[src/rtl/free_list_nw_if.sv]
// Dispatch / retirement interface of the N-wide physical-register free list.
// The free list itself is the slave; the renaming/ROB side is the master.
interface free_list_nw_if #(
  parameter int TAG_W = 7,
  parameter int WIDTH = 2,
  parameter int DEPTH = 64
);
  localparam int NUM_W = $clog2(WIDTH + 1);
  localparam int CNT_W = $clog2(DEPTH + 1);

  logic [NUM_W-1:0]       id_dispatch_num;
  logic                   fl_grant;
  logic [WIDTH*TAG_W-1:0] fl_pr;
  logic [WIDTH-1:0]       fl_pr_valid;
  logic [CNT_W-1:0]       fl_free_count;
  logic [NUM_W-1:0]       rob_retire_num;
  logic [WIDTH*TAG_W-1:0] rob_retire_tags;
  logic [NUM_W-1:0]       rob_commit_num;
  logic                   rob_recover;
  logic                   fl_overflow;

  modport master (
    output id_dispatch_num, rob_retire_num, rob_retire_tags, rob_commit_num, rob_recover,
    input  fl_grant, fl_pr, fl_pr_valid, fl_free_count, fl_overflow
  );

  modport slave (
    input  id_dispatch_num, rob_retire_num, rob_retire_tags, rob_commit_num, rob_recover,
    output fl_grant, fl_pr, fl_pr_valid, fl_free_count, fl_overflow
  );
endinterface

[src/rtl/free_list_nw.sv]
// N-wide physical-register free list: circular buffer of free tags with
// all-or-nothing allocation, an architectural head for one-cycle mispredict
// recovery, and a sticky overflow flag. Pointers wrap at any DEPTH.
module free_list_nw #(
  parameter int NUM_AREGS = 32,
  parameter int NUM_PREGS = 96,
  parameter int TAG_W     = 7,
  parameter int WIDTH     = 2
) (
  input  logic          clock,
  input  logic          reset,
  free_list_nw_if.slave fl
);
  localparam int DEPTH = NUM_PREGS - NUM_AREGS;
  localparam int PTR_W = $clog2(DEPTH);
  localparam int CNT_W = $clog2(DEPTH + 1);
  localparam int CW    = CNT_W + 1;
  localparam int PW    = PTR_W + 1;

  localparam logic [CW-1:0]      DEPTH_C = CW'(DEPTH);
  localparam logic [PTR_W+1:0]   DEPTH_P = (PTR_W + 2)'(DEPTH);

  logic [TAG_W-1:0] entry_q [DEPTH];
  logic [TAG_W-1:0] entry_d [DEPTH];
  logic [PTR_W-1:0] head_q, head_d;
  logic [PTR_W-1:0] arch_head_q, arch_head_d;
  logic [PTR_W-1:0] tail_q, tail_d;
  logic [CNT_W-1:0] count_q, count_d;
  logic [CNT_W-1:0] arch_count_q, arch_count_d;
  logic             overflow_q, overflow_d;

  logic                   grant;
  logic [WIDTH*TAG_W-1:0] pr;
  logic [WIDTH-1:0]       pr_valid;

  // Modular pointer addition; k never exceeds WIDTH so one subtraction suffices
  // and non-power-of-two depths wrap correctly.
  function automatic logic [PTR_W-1:0] ptr_add(input logic [PTR_W-1:0] p,
                                               input logic [PW-1:0]    k);
    logic [PTR_W+1:0] s;
    s = {2'b00, p} + {1'b0, k};
    if (s >= DEPTH_P) s = s - DEPTH_P;
    return s[PTR_W-1:0];
  endfunction

  // Allocation outputs and next state: free, then commit, then allocate/recover.
  always_comb begin
    logic [CW-1:0] cnt_ext, arch_ext, n_ext, m_ext, c_ext, n_g, room, m_acc, arch_nxt;

    entry_d      = entry_q;
    head_d       = head_q;
    arch_head_d  = arch_head_q;
    tail_d       = tail_q;
    count_d      = count_q;
    arch_count_d = arch_count_q;
    overflow_d   = overflow_q;
    pr           = '0;
    pr_valid     = '0;

    cnt_ext  = {1'b0, count_q};
    arch_ext = {1'b0, arch_count_q};
    n_ext    = CW'(fl.id_dispatch_num);
    m_ext    = CW'(fl.rob_retire_num);
    c_ext    = CW'(fl.rob_commit_num);

    grant = !fl.rob_recover && (n_ext <= cnt_ext);
    n_g   = grant ? n_ext : '0;

    for (int k = 0; k < WIDTH; k++) begin
      if (grant && (CW'(k) < n_ext)) begin
        pr[k*TAG_W +: TAG_W] = entry_q[ptr_add(head_q, PW'(k))];
        pr_valid[k]          = 1'b1;
      end
    end

    // Raw request overflowing either view is an error; only what fits is pushed.
    if ((cnt_ext + m_ext - n_g > DEPTH_C) || (arch_ext + m_ext - c_ext > DEPTH_C))
      overflow_d = 1'b1;

    // The architectural window after commit bounds the ring occupancy.
    room  = DEPTH_C + c_ext - arch_ext;
    m_acc = (m_ext < room) ? m_ext : room;

    for (int k = 0; k < WIDTH; k++) begin
      if (CW'(k) < m_acc)
        entry_d[ptr_add(tail_q, PW'(k))] = fl.rob_retire_tags[k*TAG_W +: TAG_W];
    end
    tail_d = ptr_add(tail_q, PW'(m_acc));

    arch_nxt     = arch_ext + m_acc - c_ext;
    arch_count_d = CNT_W'(arch_nxt);
    arch_head_d  = ptr_add(arch_head_q, PW'(c_ext));

    if (fl.rob_recover) begin
      head_d  = arch_head_d;
      count_d = CNT_W'(arch_nxt);
    end else begin
      head_d  = ptr_add(head_q, PW'(n_g));
      count_d = CNT_W'(cnt_ext + m_acc - n_g);
    end
  end

  // State registers; the entry array carries the initial tag image on reset.
  always_ff @(posedge clock or posedge reset) begin
    if (reset) begin
      for (int i = 0; i < DEPTH; i++) entry_q[i] <= TAG_W'(NUM_AREGS + i);
      head_q       <= '0;
      arch_head_q  <= '0;
      tail_q       <= '0;
      count_q      <= CNT_W'(DEPTH);
      arch_count_q <= CNT_W'(DEPTH);
      overflow_q   <= 1'b0;
    end else begin
      entry_q      <= entry_d;
      head_q       <= head_d;
      arch_head_q  <= arch_head_d;
      tail_q       <= tail_d;
      count_q      <= count_d;
      arch_count_q <= arch_count_d;
      overflow_q   <= overflow_d;
    end
  end

  assign fl.fl_grant      = grant;
  assign fl.fl_pr         = pr;
  assign fl.fl_pr_valid   = pr_valid;
  assign fl.fl_free_count = count_q;
  assign fl.fl_overflow   = overflow_q;
endmodule

[src/flat_wrapper.sv]
// flat-port wrapper written by rule: the top's interface ports become plain ports
module free_list_nw_flat 
#(
  parameter int NUM_AREGS = 32,
  parameter int NUM_PREGS = 96,
  parameter int TAG_W     = 7,
  parameter int WIDTH     = 2
)
  (clock, reset, fl_id_dispatch_num, fl_rob_retire_num, fl_rob_retire_tags, fl_rob_commit_num, fl_rob_recover, fl_fl_grant, fl_fl_pr, fl_fl_pr_valid, fl_fl_free_count, fl_fl_overflow);
  free_list_nw_if #(.TAG_W(TAG_W), .WIDTH(WIDTH), .DEPTH(64)) fl_i ();
  input  logic clock;
  input  logic reset;
  input wire logic [$bits(fl_i.id_dispatch_num)-1:0] fl_id_dispatch_num;
  input wire logic [$bits(fl_i.rob_retire_num)-1:0] fl_rob_retire_num;
  input wire logic [$bits(fl_i.rob_retire_tags)-1:0] fl_rob_retire_tags;
  input wire logic [$bits(fl_i.rob_commit_num)-1:0] fl_rob_commit_num;
  input wire logic [$bits(fl_i.rob_recover)-1:0] fl_rob_recover;
  output wire logic [$bits(fl_i.fl_grant)-1:0] fl_fl_grant;
  output wire logic [$bits(fl_i.fl_pr)-1:0] fl_fl_pr;
  output wire logic [$bits(fl_i.fl_pr_valid)-1:0] fl_fl_pr_valid;
  output wire logic [$bits(fl_i.fl_free_count)-1:0] fl_fl_free_count;
  output wire logic [$bits(fl_i.fl_overflow)-1:0] fl_fl_overflow;
  assign fl_i.id_dispatch_num = fl_id_dispatch_num;
  assign fl_i.rob_retire_num = fl_rob_retire_num;
  assign fl_i.rob_retire_tags = fl_rob_retire_tags;
  assign fl_i.rob_commit_num = fl_rob_commit_num;
  assign fl_i.rob_recover = fl_rob_recover;
  assign fl_fl_grant = fl_i.fl_grant;
  assign fl_fl_pr = fl_i.fl_pr;
  assign fl_fl_pr_valid = fl_i.fl_pr_valid;
  assign fl_fl_free_count = fl_i.fl_free_count;
  assign fl_fl_overflow = fl_i.fl_overflow;
  free_list_nw #(.NUM_AREGS(NUM_AREGS), .NUM_PREGS(NUM_PREGS), .TAG_W(TAG_W), .WIDTH(WIDTH)) u_core (.clock(clock), .reset(reset), .fl(fl_i));
endmodule
[config.mk]
export PLATFORM = sky130hd
export DESIGN_NAME = free_list_nw_flat
export DESIGN_NICKNAME = d
export VERILOG_FILES = /design/src/rtl/free_list_nw_if.sv /design/src/rtl/free_list_nw.sv /design/src/flat_wrapper.sv
export SDC_FILE = /design/constraint.sdc
export NUM_CORES = 2
export LEC_CHECK = 0
export CAP_MARGIN = 15
export CORE_MARGIN = 3
export CORE_UTILIZATION = 30
export DETAILED_ROUTE_END_ITERATION = 8
export GPL_ROUTABILITY_DRIVEN = 0
export GPL_TIMING_DRIVEN = 0
export HOLD_SLACK_MARGIN = 0.1
export PLACE_DENSITY = 0.44
export SYNTH_ARGS = -nofsm -noshare
export SYNTH_HDL_FRONTEND = slang
export SYNTH_SLANG_ARGS = --single-unit
[constraint.sdc]
create_clock -name clock -period 16.4 [get_ports clock]
set_clock_uncertainty 0.05 [all_clocks]
set_input_delay 3.28 -clock clock [delete_from_list [all_inputs] [get_ports clock]]
set_output_delay 3.28 -clock clock [all_outputs]
set_load 0.05 [all_outputs]
# --- Word level (Yosys, flattened, before mapping) ---
# Cells that the tools add are included.
totals:
  inputBits: 23
  output_inout_bits: 25
  word_cells: 157
  reg_bits: 481
classes:
  reduce_logical: 7
  n_mux: 33
  magnitude_cmp: 21
  addsub: 22
  bitwise: 4
op_table:
  columns: ["operator", "count"]
  rows:
  - ["$bwmux W448", 2]
  - ["$mux W448", 2]
  - ["$bmux W7 S6", 2]
  - ["$demux W7 S6", 2]
  - ["$mux W6", 12]
  - ["$mux W7", 9]
  - ["$ge A7 B7 Y1 const B", 7]
  - ["$sub A6 B1 Y6 const B", 7]
  - ["$not A6 Y7", 4]
  - ["$add A7 B2 Y8", 2]
  - ["$ge A8 B7 Y1 const B", 2]
  - ["$gt A8 B7 Y1 const B", 2]
  - ["$lt A1 B8 Y1 const A", 2]
  - ["$add A6 B1 Y7 const B", 2]
  - ["$add A6 B2 Y7", 2]
  - ["$add A7 B7 Y7", 2]
  - ["$ge A6 B7 Y1 const B", 2]
  - ["$lt A7 B1 Y1 const B", 2]
  - ["$add A6 B7 Y8", 1]
  - ["$add A7 B2 Y8 const A", 1]
  - ["$lt A2 B8 Y1", 1]
  - ["$mux W8", 1]
  - ["$sub A8 B2 Y8", 1]
  - ["$sub A8 B7 Y8", 1]
  - ["other kinds (10)", 16]

# --- Logic depth before layout (Yosys ltp) ---
depth:
  depth_word: 15
  ltp_mapped: 25
  mapped_depth_nobuf: 21

# --- Worst setup path before layout ---
# No wires, ideal clock.
synth_path:
  kind: "input-to-output"
  start: "input fl_id_dispatch_num[1]"
  end: "output fl_fl_pr[10]"
  setup_slack_ns: 6.679
  path_buffers: 0
  t_required_ns: 13.070
  stages: 7
  t_arrival_ns: 6.391
  cell_sequence: "ha_1 a21oi_1 nor3_1 a21oi_1 and2_1 nand2_1 o22ai_1"
synth_between:
  elab_chain_len: 4
  elab_cells_between_ends: 5
  cone_classes: "order compare: 2; mux: 1; reduce/logical: 2"
synth_rtl:
  columns: ["element", "line_no", "source"]
  rows:
  - ["start, declared", "flat_wrapper.sv:13", "input wire logic [$bits(fl_i.id_dispatch_num)-1:0] fl_id_dispatch_num;"]
  - ["$le A2 B7 Y1", "free_list_nw.sv:66", "grant = !fl.rob_recover && (n_ext <= cnt_ext);"]
  - ["$logic_and A1 B1 Y1", "free_list_nw.sv:66", null]
  - ["net fl_fl_grant", "flat_wrapper.sv:18", "output wire logic [$bits(fl_i.fl_grant)-1:0] fl_fl_grant;"]
  - ["$logic_and A1 B1 Y1", "free_list_nw.sv:70", "if (grant && (CW'(k) < n_ext)) begin"]
  - ["$mux W7", "free_list_nw.sv:70", null]
  - ["end, declared", "flat_wrapper.sv:19", "output wire logic [$bits(fl_i.fl_pr)-1:0] fl_fl_pr;"]
# The timed path passes the listed nets, and every way through them passes these cells.

# --- Worst setup path in the final report ---
layout_path:
  start: "input fl_id_dispatch_num[1]"
  end: "output fl_fl_pr[11]"
layout_between:
  elab_chain_len: 4
  elab_cells_between_ends: 5
  cone_classes: "order compare: 2; mux: 1; reduce/logical: 2"
layout_rtl:
  columns: ["element", "line_no"]
  rows:
  - ["$le A2 B7 Y1", "free_list_nw.sv:66"]
  - ["$logic_and A1 B1 Y1", "free_list_nw.sv:66"]
  - ["$logic_and A1 B1 Y1 (*)", "free_list_nw.sv:70"]
  - ["$mux W7 (*)", "free_list_nw.sv:70"]
# Mark *: on every way between the ends. The rest lies on a longest branch, timed or not.

==> qor.csv <==
stage;metric;value;unit
outcome;status;completed;
synthesis;Synth area leader;dfrtp_1;
synthesis;ranking of synthesized cells by area;dfrtp_1, mux4_2, dfstp_2, nor2_1, a31oi_1;
floorplanning;initial core utilization;0.304;
route;Via density;6.34;
grt;grt total ovfl;0;
power;Logic pwr share;0.607;
clock_tree;clk sinks;481;
setup_path;worst setup path endpoint;fl_fl_pr[11];
power;Psw;4.95;mW
place;Area after DPL;0.0373;mm²
power;internal power;5.05;mW
floorplanning;std cell rows;122;
setup_path;crit path launch type;input pin;
power;peak supply drop;0.143;mV
grt;pin count of the biggest net entering global routing;120;
power;Clock Power Share;0.142;
cells_and_area;layout cells sized above 1;0.245;
synthesis;Yosys reg bits;481;
setup_path;Arr. time, crit path;7100;ps
cells_and_area;commonest non-fill, non-tap cell in the layout;nor2_1;
setup_path;CP Launch Point;fl_id_dispatch_num[1];
grt;GRT Total Usage;0.331;
timing;RSZ-0062 raised after global routing;no;
synthesis;Cells after Synth;3559;
timing;max_slew headroom;0.135;
synthesis;average size of a mapped cell;9.49;µm²
setup_path;worst r2r path cells;23;
setup_path;critical path fanouts, max;7;
timing;max-slew violation count;0;
place;Cells after DPL;5151;
clock_tree;Num CTS Buffers;58;
place;Post-DP HPWL;147000;µm
clock_tree;Clock Tree Buf Depth;3;
synthesis;ys async rst share;1.00;
clock_tree;CTS root buf;clkbuf_16;
clock_tree;Clock Pin Slew Worst Setup and Hold Paths;70;ps
power;Flop pwr share;0.250;
power;Switching Fraction;0.495;
setup_path;CP Capture Type;output pin;
route;via count;33499;
timing;Final setup violation count;0;
setup_path;R2R Setup Slk;10590;ps
floorplanning;Die Y;342;µm
grt;antenna violations before repair;15;
synthesis;Post-synth EDFFs;0;
power;total power;10.0;mW
synthesis;Top FF cell, synth;dfrtp_1;
route;wire per inst;37.4;µm
synthesis;Warnings, synthesis;0;
grt;first-pass GRT wire length;266000;µm
power;Static Leakage;14.7;nW
route;Final ANT Viol Nets;0;
floorplanning;die width;342;µm
hold_path;Hold WC Path Type;flip-flop to flip-flop;
timing;period utilisation layout;0.636;
clock_tree;post-CTS setup buffer count;0;
setup_path;Worst R2R End;u_core.fl.fl_free_count[6]$_DFF_PP1_;
timing;min cycle time layout;10420;ps
route;Initial DRC Count;5175;
clock_tree;H-tree depth;2;
setup_path;r2r startpoint;u_core.arch_count_q[0]$_DFF_PP0_;
cells_and_area;P&R area growth vs syn;17.0;%
setup_path;worst endpoint required time;13070;ps
clock_tree;Worst-Skew Late Latency;700;ps
synthesis;post-synth top area share;0.189;
clock_tree;PostCTS Resize Cnt;0;
cells_and_area;non-filler cells, final;5283;
clock_tree;TritonCTS clock tree;done;
timing;fmax;0.0959;GHz
clock_tree;CTS Hold Buffers Added;0;
route;Post-route DRC;0;
cells_and_area;design area;0.0395;mm²
synthesis;Yosys cell types;70;
timing;worst slew pin tran;1290;ps
floorplanning;Core ar.;0.111;mm²
cells_and_area;Final Util;0.356;
floorplanning;io pins;48;
run;number of max-cap violations;0;
cells_and_area;highest-count cells in the layout ignoring fill and taps;nor2_1, nand2_1, o21ai_0;
route;final WL;198000;µm
grt;vias in the first global route;31246;
timing;Hold Vio Cnt, Final;0;
power;pwr/cell area;253;mW/mm²
synthesis;mapped cell area;0.0338;mm²
timing;Setup TNS Final;0;ps
setup_path;CP Class;input pin to output pin;
floorplanning;total die area;0.117;mm²
route;first drt pass iteration count;6;
place;IO Port Bufs;40;
cells_and_area;nets;3824;
synthesis;sequential area share after synthesis;0.365;
[cell usage after synthesis, drive strengths merged (2+ instances only)]
cell type,instances
a31oi,332
nand3b,5
o21ai,399
o32ai,2
nand3,19
o22ai,18
o211ai,16
fa,12
buf,166
dfstp,226
mux2i,147
clkbuf,162
o221ai,2
nand2b,13
o21bai,2
and2,4
a22o,7
nand4,5
nor2b,4
conb,2
xor2,15
nand2,447
ha,58
and3,3
mux2,29
or2,7
a22oi,112
mux4,266
a21oi,81
nor2,605
a21o,9
nor3,6
a211oi,2
o31ai,5
o21a,3
or3b,2
inv,73
xnor2,26
or3,2
dfrtp,255
[stage by stage]
step                hold WS, ps  worst slack [ps]
finish                      423              5980
global route                442              5820
CTS                         429              6100
detailed placement          416              6120
global placement            409             -7980
floorplan                   386              23.1
[registers in the layout, indices dropped and copies added (netlist names)]
signal / flops
u_core.entry_q: 448
u_core.fl.fl_overflow: 1
u_core.tail_q: 6
u_core.head_q: 6
u_core.arch_head_q: 6
u_core.arch_count_q: 7
u_core.fl.fl_free_count: 7
[critical path, cell delays in order]
cell	delay, ps
clkdlybuf4s50_1	510
ha_1	260
a21oi_1	150
nor3_1	70
a21oi_1	240
and2_1	590
nand2_1	390
o22ai_1	660
clkdlybuf4s50_1	940
[power by group through the flow]
stage / registers (mW) / logic (mW) / clock network [mW]
after floorplan: 2.18 / 3.56 / 0
after global placement: 2.46 / 5.60 / 0
after detailed placement: 2.46 / 5.78 / 0
after CTS: 2.45 / 5.81 / 1.43
after global routing: 2.53 / 6.19 / 1.48
final: 2.50 / 6.07 / 1.42
[per-layer routing]
| layer | wire [µm] | vias up | global-route usage |
|---|---|---|---|
| met5 | 264 | - | 0.00875 |
| met2 | 80000 | 2604 | 0.459 |
| met3 | 27500 | 611 | 0.142 |
| li1 | - | 13381 | - |
| met4 | 15000 | 16 | 0.213 |
| met1 | 74800 | 16887 | 0.418 |
[cell type report]
class                   count  area, µm²
well taps                1488       1860
plain buffers             328       1600
fillers                 11354      71600
clock buffers              76       1660
multi-input cells        2683      19800
flip-flops and latches    481      12300
inverters                  73        282
clock inverters            34        368
repair buffers            106       1630
diodes                     14       35.0
[cells by family (layout without fill, tap and decap cells)]
logic type | Yosys count | after routing | share of synthesized area
compound gates | 996 | 996 | 0.176
xor+xnor | 41 | 41 | 0.0109
fa+ha+maj | 70 | 70 | 0.0286
buf+inv | 401 | 617 | 0.0554
flops | 481 | 481 | 0.365
mux | 442 | 442 | 0.233
other cells | 2 | 22 | 0.000222
simple gates | 1126 | 1126 | 0.132
[how the worst min path moves through the flow]
| stage | startpoint | to | slack (ps) | depth (start not counted) |
|---|---|---|---|---|
| after floorplan | u_core.arch_head_q[5]$_DFF_PP0_ | u_core.arch_head_q[5]$_DFF_PP0_ | 390 | 1 |
| after global placement | u_core.arch_head_q[5]$_DFF_PP0_ | u_core.arch_head_q[5]$_DFF_PP0_ | 410 | 1 |
| after detailed placement | u_core.arch_head_q[5]$_DFF_PP0_ | u_core.arch_head_q[5]$_DFF_PP0_ | 420 | 1 |
| after CTS | u_core.arch_head_q[5]$_DFF_PP0_ | u_core.arch_head_q[5]$_DFF_PP0_ | 430 | 1 |
| after global routing | u_core.arch_head_q[5]$_DFF_PP0_ | u_core.arch_head_q[5]$_DFF_PP0_ | 440 | 1 |
| final | u_core.arch_head_q[5]$_DFF_PP0_ | u_core.arch_head_q[5]$_DFF_PP0_ | 420 | 1 |
No activity file was read; power rests on OpenSTA's default activity.
